File: src/rtl/jtag_pkg.sv
// Shared JTAG definitions: TAP state encodings and instruction opcodes.
package jtag_pkg;

  // Standard 1149.1 state encodings
  typedef enum logic [3:0] {
    EX2_DR   = 4'h0,
    EX1_DR   = 4'h1,
    SH_DR    = 4'h2,
    PAUSE_DR = 4'h3,
    SEL_IR   = 4'h4,
    UPD_DR   = 4'h5,
    CAP_DR   = 4'h6,
    SEL_DR   = 4'h7,
    EX2_IR   = 4'h8,
    EX1_IR   = 4'h9,
    SH_IR    = 4'hA,
    PAUSE_IR = 4'hB,
    RTI      = 4'hC,
    UPD_IR   = 4'hD,
    CAP_IR   = 4'hE,
    TLR      = 4'hF
  } tap_state_t;

  localparam logic [3:0] IR_CAPTURE = 4'b0001;
  localparam logic [3:0] IDCODE_OP  = 4'b0001;
  localparam logic [3:0] BYPASS_OP  = 4'b1111;

  function automatic logic is_shift(input tap_state_t s);
    return (s == SH_DR) || (s == SH_IR);
  endfunction

endpackage

File: src/rtl/tap_fsm.sv
// 16-state TAP controller state machine; next state depends only on tms.
module tap_fsm
  import jtag_pkg::*;
(
  input  logic       tck,
  input  logic       reset,
  input  logic       tms,
  output tap_state_t tap_state
);

  always_ff @(posedge tck) begin
    if (reset) begin
      tap_state <= TLR;
    end else begin
      case (tap_state)
        TLR:      tap_state <= tms ? TLR    : RTI;
        RTI:      tap_state <= tms ? SEL_DR : RTI;
        SEL_DR:   tap_state <= tms ? SEL_IR : CAP_DR;
        CAP_DR:   tap_state <= tms ? EX1_DR : SH_DR;
        SH_DR:    tap_state <= tms ? EX1_DR : SH_DR;
        EX1_DR:   tap_state <= tms ? UPD_DR : PAUSE_DR;
        PAUSE_DR: tap_state <= tms ? EX2_DR : PAUSE_DR;
        EX2_DR:   tap_state <= tms ? UPD_DR : SH_DR;
        UPD_DR:   tap_state <= tms ? SEL_DR : RTI;
        SEL_IR:   tap_state <= tms ? TLR    : CAP_IR;
        CAP_IR:   tap_state <= tms ? EX1_IR : SH_IR;
        SH_IR:    tap_state <= tms ? EX1_IR : SH_IR;
        EX1_IR:   tap_state <= tms ? UPD_IR : PAUSE_IR;
        PAUSE_IR: tap_state <= tms ? EX2_IR : PAUSE_IR;
        EX2_IR:   tap_state <= tms ? UPD_IR : SH_IR;
        UPD_IR:   tap_state <= tms ? SEL_DR : RTI;
      endcase
    end
  end

endmodule

File: src/rtl/tap_controller.sv
// IEEE 1149.1 TAP controller: FSM, instruction register, decode, bypass
// register, DR strobes and the negedge-registered TDO mux.
module tap_controller
  import jtag_pkg::*;
#(
  parameter int unsigned          IR_WIDTH   = 4,
  parameter logic [IR_WIDTH-1:0]  IR_CAPTURE = jtag_pkg::IR_CAPTURE,
  parameter logic [IR_WIDTH-1:0]  IDCODE_OP  = jtag_pkg::IDCODE_OP,
  parameter logic [IR_WIDTH-1:0]  BYPASS_OP  = jtag_pkg::BYPASS_OP
) (
  input  logic       tck,
  input  logic       reset,
  input  logic       tms,
  input  logic       tdi,
  input  logic       tdo_idcode,
  output logic       tdo,
  output logic       tdo_en,
  output logic       captureDR,
  output logic       shiftDR,
  output logic       updateDR,
  output logic       clockDR,
  output logic       sel_idcode,
  output logic       sel_bypass,
  output logic [3:0] tap_state
);

  tap_state_t          state;
  logic [IR_WIDTH-1:0] ir_stage;
  logic [IR_WIDTH-1:0] instr;
  logic                bypass_reg;
  logic                clk_en_q;

  tap_fsm u_fsm (
    .tck       (tck),
    .reset     (reset),
    .tms       (tms),
    .tap_state (state)
  );

  assign tap_state  = state;
  assign captureDR  = (state == CAP_DR);
  assign shiftDR    = (state == SH_DR);
  assign updateDR   = (state == UPD_DR);
  assign sel_idcode = (instr == IDCODE_OP);
  // Undefined opcodes fall back to bypass
  assign sel_bypass = (instr == BYPASS_OP) || !sel_idcode;

  // Enable changes only while tck is low, so the gated clock cannot glitch
  assign clockDR = tck & clk_en_q;

  always_ff @(posedge tck) begin
    if (reset) begin
      ir_stage   <= IR_CAPTURE;
      instr      <= IDCODE_OP;
      bypass_reg <= 1'b0;
    end else begin
      case (state)
        CAP_IR: ir_stage <= IR_CAPTURE;
        SH_IR:  ir_stage <= {tdi, ir_stage[IR_WIDTH-1:1]};
        UPD_IR: instr    <= ir_stage;
        CAP_DR: if (sel_bypass) bypass_reg <= 1'b0;
        SH_DR:  if (sel_bypass) bypass_reg <= tdi;
        TLR:    instr    <= IDCODE_OP;
        // SEL_IR with tms high is the only tms-driven entry into TLR
        SEL_IR: if (tms) instr <= IDCODE_OP;
        default: ;
      endcase
    end
  end

  always_ff @(negedge tck) begin
    clk_en_q <= (state == CAP_DR) || (state == SH_DR);
    tdo_en   <= is_shift(state);
    case (state)
      SH_IR:   tdo <= ir_stage[0];
      SH_DR:   tdo <= sel_idcode ? tdo_idcode : bypass_reg;
      default: tdo <= 1'b0;
    endcase
  end

endmodule
File: config.mk
export PLATFORM = sky130hd
export DESIGN_NAME = tap_controller
export DESIGN_NICKNAME = d
export VERILOG_FILES = /design/src/rtl/jtag_pkg.sv /design/src/rtl/tap_fsm.sv /design/src/rtl/tap_controller.sv
export SDC_FILE = /design/constraint.sdc
export NUM_CORES = 1
export LEC_CHECK = 0
export CAP_MARGIN = 20
export CORE_UTILIZATION = 35
export CTS_CLUSTER_DIAMETER = 120
export CTS_CLUSTER_SIZE = 10
export DETAILED_ROUTE_END_ITERATION = 7
export SLEW_MARGIN = 10
export SYNTH_ARGS = -nofsm -noshare
export SYNTH_HDL_FRONTEND = slang
export SYNTH_SLANG_ARGS = --single-unit
File: constraint.sdc
create_clock -name tck -period 2.5 [get_ports tck]
set_input_delay 0.75 -clock tck [delete_from_list [all_inputs] [get_ports tck]]
set_output_delay 0.75 -clock tck [all_outputs]
set_load 0.01 [all_outputs]
* Yosys cells after proc, flatten, opt, wreduce, memory -nomap -nowiden
Index checks and enable logic that the tools add are counted.
Cells by class: eq/ne operators 20, muxes and demuxes 21, bitwise operators 1, reductions and logical operators 13
Operators by type and width (number):
- case mux 4 bit (12 select lines) | 1
- equality test 4 bit, second input constant | 9
- equality test 4 x 3 -> 1 bit, second input constant | 4
- 2-to-1 mux 2 bit | 6
- 2-to-1 mux 3 bit | 4
- case mux 4 bit (3 select lines) | 1
- equality test 4 x 1 -> 1 bit, second input constant | 2
- equality test 4 x 2 -> 1 bit, second input constant | 2
- 2-to-1 mux 4 bit | 2
- case mux 4 bit (2 select lines) | 1
- zero test 4 bit | 1
- 2-to-1 mux 1 bit | 4
- != test 2 x 1 -> 1 bit, second input constant | 2
- case mux 1 bit (2 select lines) | 2
- nonzero test 2 bit | 2
- OR reduction 2 bit | 2
- logical OR 1 bit | 3
- AND reduction 3 bit | 1
- nonzero test 3 bit | 1
- OR reduction 3 bit | 1
- != test 2 bit, second input constant | 1
- AND reduction 2 bit | 1
- bitwise AND 1 bit | 1
- zero test 1 bit | 1
Storage, ports and cells: flip-flop bits (word level) 16, bits of input ports 5, output and inout bits 12, word-level logic and storage cells 62

* Longest topological paths before layout
depth in word-level cells 5, gate-level depth with buffers 4, mapped depth without buffers 3

* By module
From an unflattened synthesis, not the netlist that was laid out.
Second synthesis, totals: cell total of the unflattened synthesis 78, area total of the unflattened synthesis 719.4 um^2
Modules (own cells, without submodules):
- tap_controller | instances 1, cells an instance 56, area each 529.3 um^2, sequential area each 240.2 um^2
- tap_fsm | instances 1, cells an instance 22, area each 190.2 um^2, sequential area each 80.1 um^2

==> flow_summary.rst <==
.. list-table::
   :header-rows: 1

   * - Metric
     - Value
   * - Run status
     - complete, but fails checks
   * - Violations in the final reports
     - negative setup slack
   * - Largest net degree at the start of global routing
     - 14
   * - Wire length per cell
     - between 10 and 15 um
   * - Inst Count DP
     - between 100 and 150
   * - Starting density of the core
     - 0.390
   * - Skew-Pair Late Insertion Delay
     - around 0.46 ns
   * - Kind of path behind the tightest hold check
     - flip-flop to flip-flop
   * - Wire length of the first global-routing pass
     - 2.57 mm
   * - Clock tree from TritonCTS
     - yes
   * - Worst-case headroom to the max-slew limit
     - 0.739
   * - First-pass DRT Iterations
     - 2
   * - Core outline area
     - 0.00182 mm^2
   * - Combinational family with the most area after synthesis
     - simple AND/OR/NAND/NOR gates
   * - Overall Global Routing Usage
     - 0.180
   * - Antenna fix cells
     - 0
   * - Via count
     - 648
   * - Leakage Power
     - 0.496 nW
   * - Xor/xnor share of the synthesized area
     - 0
   * - Number of input and output port buffers inserted
     - 16
   * - Flop and latch count out of synthesis
     - 16
   * - I/O pin count
     - 17
   * - Endpoint required time on the critical path
     - 1.75 ns
   * - Flop2flop setup slack
     - ~0.010 ns
   * - Share of synthesized area occupied by flip-flops and latches
     - 0.451
   * - Die extent in y
     - roughly 47 um
   * - Global route total overflow
     - 0
   * - Total half-perimeter wirelength after legalization and detailed placement
     - around 1.1 mm
   * - Count of cell types in the netlist
     - 31
   * - Top Registers
     - instr x4, ir_stage x4, u_fsm.tap_state x4
   * - Crit path setup slack, layout
     - -0.492 ns
   * - DRC Markers
     - 0
   * - Max Cap Violations
     - 0
   * - Final layout net count
     - about 120
   * - Met3 layer usage reported by global route
     - 0.108
   * - Critical path class
     - flip-flop to output pin
   * - Vias in the first global route
     - 561
   * - Net Count, Synth
     - between 80 and 90
   * - Clk_skew
     - between 0.06 and 0.07 ns
   * - Die W
     - roughly 47 um
   * - Post-synthesis share of cell area spent on and, or, nand and nor gates
     - 0.293
   * - Final weighted congestion in routability-driven placement
     - roughly 0.70
   * - Post-synthesis cell count
     - 81
   * - Placement row count
     - 15
   * - Synth Area in Compound Gates
     - 0.178
   * - Cell at the slowest stage of the critical path
     - dfxtp_1
   * - Setup repair after global routing missed its margin
     - yes
   * - Cell breakdown of the critical path
     - and2_1 > buf_2
   * - Tightest Pin Transition
     - between 0.3 and 0.4 ns
   * - Delay of the slowest critical-path stage
     - between 0.2 and 0.3 ns
   * - GR Util met1
     - 0.217
   * - CTS hold repair buffers
     - 0
   * - Layout cell share with drive strength beyond 1
     - 0.252
   * - Count of yosys warnings during synthesis
     - 0
   * - Final ANT Viol Nets
     - 0
   * - Maximum fanout along the worst path
     - 1
   * - Worst-path clk slew
     - approximately 0.090 ns
   * - Area enclosed by the die boundary
     - 0.00221 mm^2
   * - IR drop worst, VDD
     - between 0.4 and 0.5 mV
   * - Number of antenna violations at the first check in global routing
     - 0
   * - Setup violators final
     - 5
   * - Final Max Slew Viols
     - 0
   * - Busiest grt layer
     - met2
   * - Synth Area in Adders
     - 0
   * - Post-Place Setup Slack
     - -0.459 ns
   * - Sum of routed wire length over all layers
     - approximately 1.6 mm
   * - Fin. Hold Viols
     - 0
   * - Signed area change from the synthesized netlist to the final layout
     - 42.2%
   * - Kind of capture point of the worst setup path
     - output pin
   * - M2 GR Usage
     - 0.236
   * - Share of synthesized area spent on multiplexers
     - 0.0300
   * - Initial DRC Count
     - 8
   * - Total negative slack for setup checks
     - -1.24 ns
   * - CP Data Arrival Time
     - approximately 2.2 ns
   * - Average cell area after synthesis
     - just under 9 um^2
   * - Sort of element at the start of the critical path
     - flip-flop
   * - Syn Std Cell Area
     - ~700 um^2
   * - Pwr per Cell Area
     - approximately 610 mW/mm^2
   * - Vias per Instance
     - between 4 and 5
   * - Count of placed standard cells in the final layout, fillers left out
     - roughly 140
## final timing paths
path	startpoint	to	cells after the start
setup / recovery	clk_en_q	clockDR	2
hold / removal	instr[0]	instr[0]	2
setup reg to reg	instr[3]	tdo	3
hold reg to reg	instr[0]	instr[0]	2
## kinds of logic (layout without fill, tap and decap cells)
family | count (synthesis) | count (layout)
DFF | 16 | 16
AOI/OAI and AO/OA | 20 | 20
muxes | 2 | 2
and+or+nand+nor | 34 | 34
buffers and inverters | 9 | 39
## cell type report
| type | count | area (um^2) |
|---|---|---|
| Fill cell | 189 | 812 |
| Timing Repair Buffer | 24 | 205 |
| Clock buffer | 7 | 50.0 |
| Multi-Input combinational cell | 56 | 368 |
| Inverter | 4 | 15.0 |
| Clock inverter | 4 | 16.3 |
| Tap cell | 25 | 31.3 |
| Sequential cell | 16 | 323 |
## power breakdown
group | internal (W) | switching (W)
combinational | 0.0000568 | 0.0000590
sequential | 0.000266 | 0.00000737
clock | 0.000119 | 0.000110
## layout by cell type (no fill, tap or decap), types with 2 or more instances in the layout
master | Yosys | layout
or2_2 | 2 | 2
dfxtp_1 | 16 | 14
and2_1 | 2 | 2
dfxtp_2 | 0 | 2
nand2b_1 | 4 | 4
buf_4 | 0 | 9
inv_1 | 5 | 7
clkbuf_4 | 0 | 6
clkdlybuf4s50_1 | 0 | 8
o21ai_0 | 3 | 3
or3b_2 | 2 | 2
dlygate4sd2_1 | 0 | 4
nor2_1 | 6 | 6
a21oi_1 | 8 | 8
buf_2 | 0 | 3
a22o_1 | 3 | 3
nor3_1 | 2 | 2
nand2_1 | 6 | 6
## stage by stage
| step | hold slack [ns] | total power (W) | util | instance area [um^2] |
|---|---|---|---|---|
| CTS | 0.467 | 0.000632 | 0.548 | 998 |
| detailed placement | 0.451 | 0.000408 | 0.523 | 952 |
| floorplan | 0.426 | 0.000354 | - | 723 |
| global route | 0.497 | 0.000661 | 0.554 | 1010 |
| finish | 0.463 | 0.000619 | 0.554 | 1010 |
| global placement | 0.440 | 0.000407 | 0.523 | 952 |
## timing repair
item / in CTS / in global routing
gates resized for setup: 17 / 1
buffers inserted: 1 / 1
cloned: 0 / 0
pin swaps: 1 / 1
endpoints found under the setup margin: 9 / 6
## cell usage after synthesis, drive strengths merged
cell type	instances	area share
dfxtp	16	0.45
a21oi	8	0.056
nand2	6	0.032
nor2	6	0.032
inv	5	0.026
clkbuf	4	0.021
nand2b	4	0.035
a22o	3	0.037
o21ai	3	0.021
or3b	3	0.041
and2	2	0.018
nor3	2	0.014
nor4b	2	0.034
or2	2	0.018
a21o	1	0.011
a31oi	1	0.0088
and4	1	0.012
mux2	1	0.016
mux2i	1	0.014
nand3b	1	0.011
nor2b	1	0.0088
nor3b	1	0.011
nor4	1	0.0088
o211a	1	0.014
o211ai	1	0.011
o21bai	1	0.011
o22ai	1	0.0088
or2b	1	0.011
or3	1	0.0088
## worst max-delay path: cells and delay by family (launching register included)
kind | cells | cell delay [ns]
flops | 1 | 0.28
simple gates | 1 | 0.12
buf+inv | 1 | 0.13
## routing by layer
metal	up-vias	routed length, um
li1	343	-
met1	282	805
met2	19	637
met3	4	108
met4	0	27
met5	-	0
Note: power is estimated with default switching activity, not from simulation.
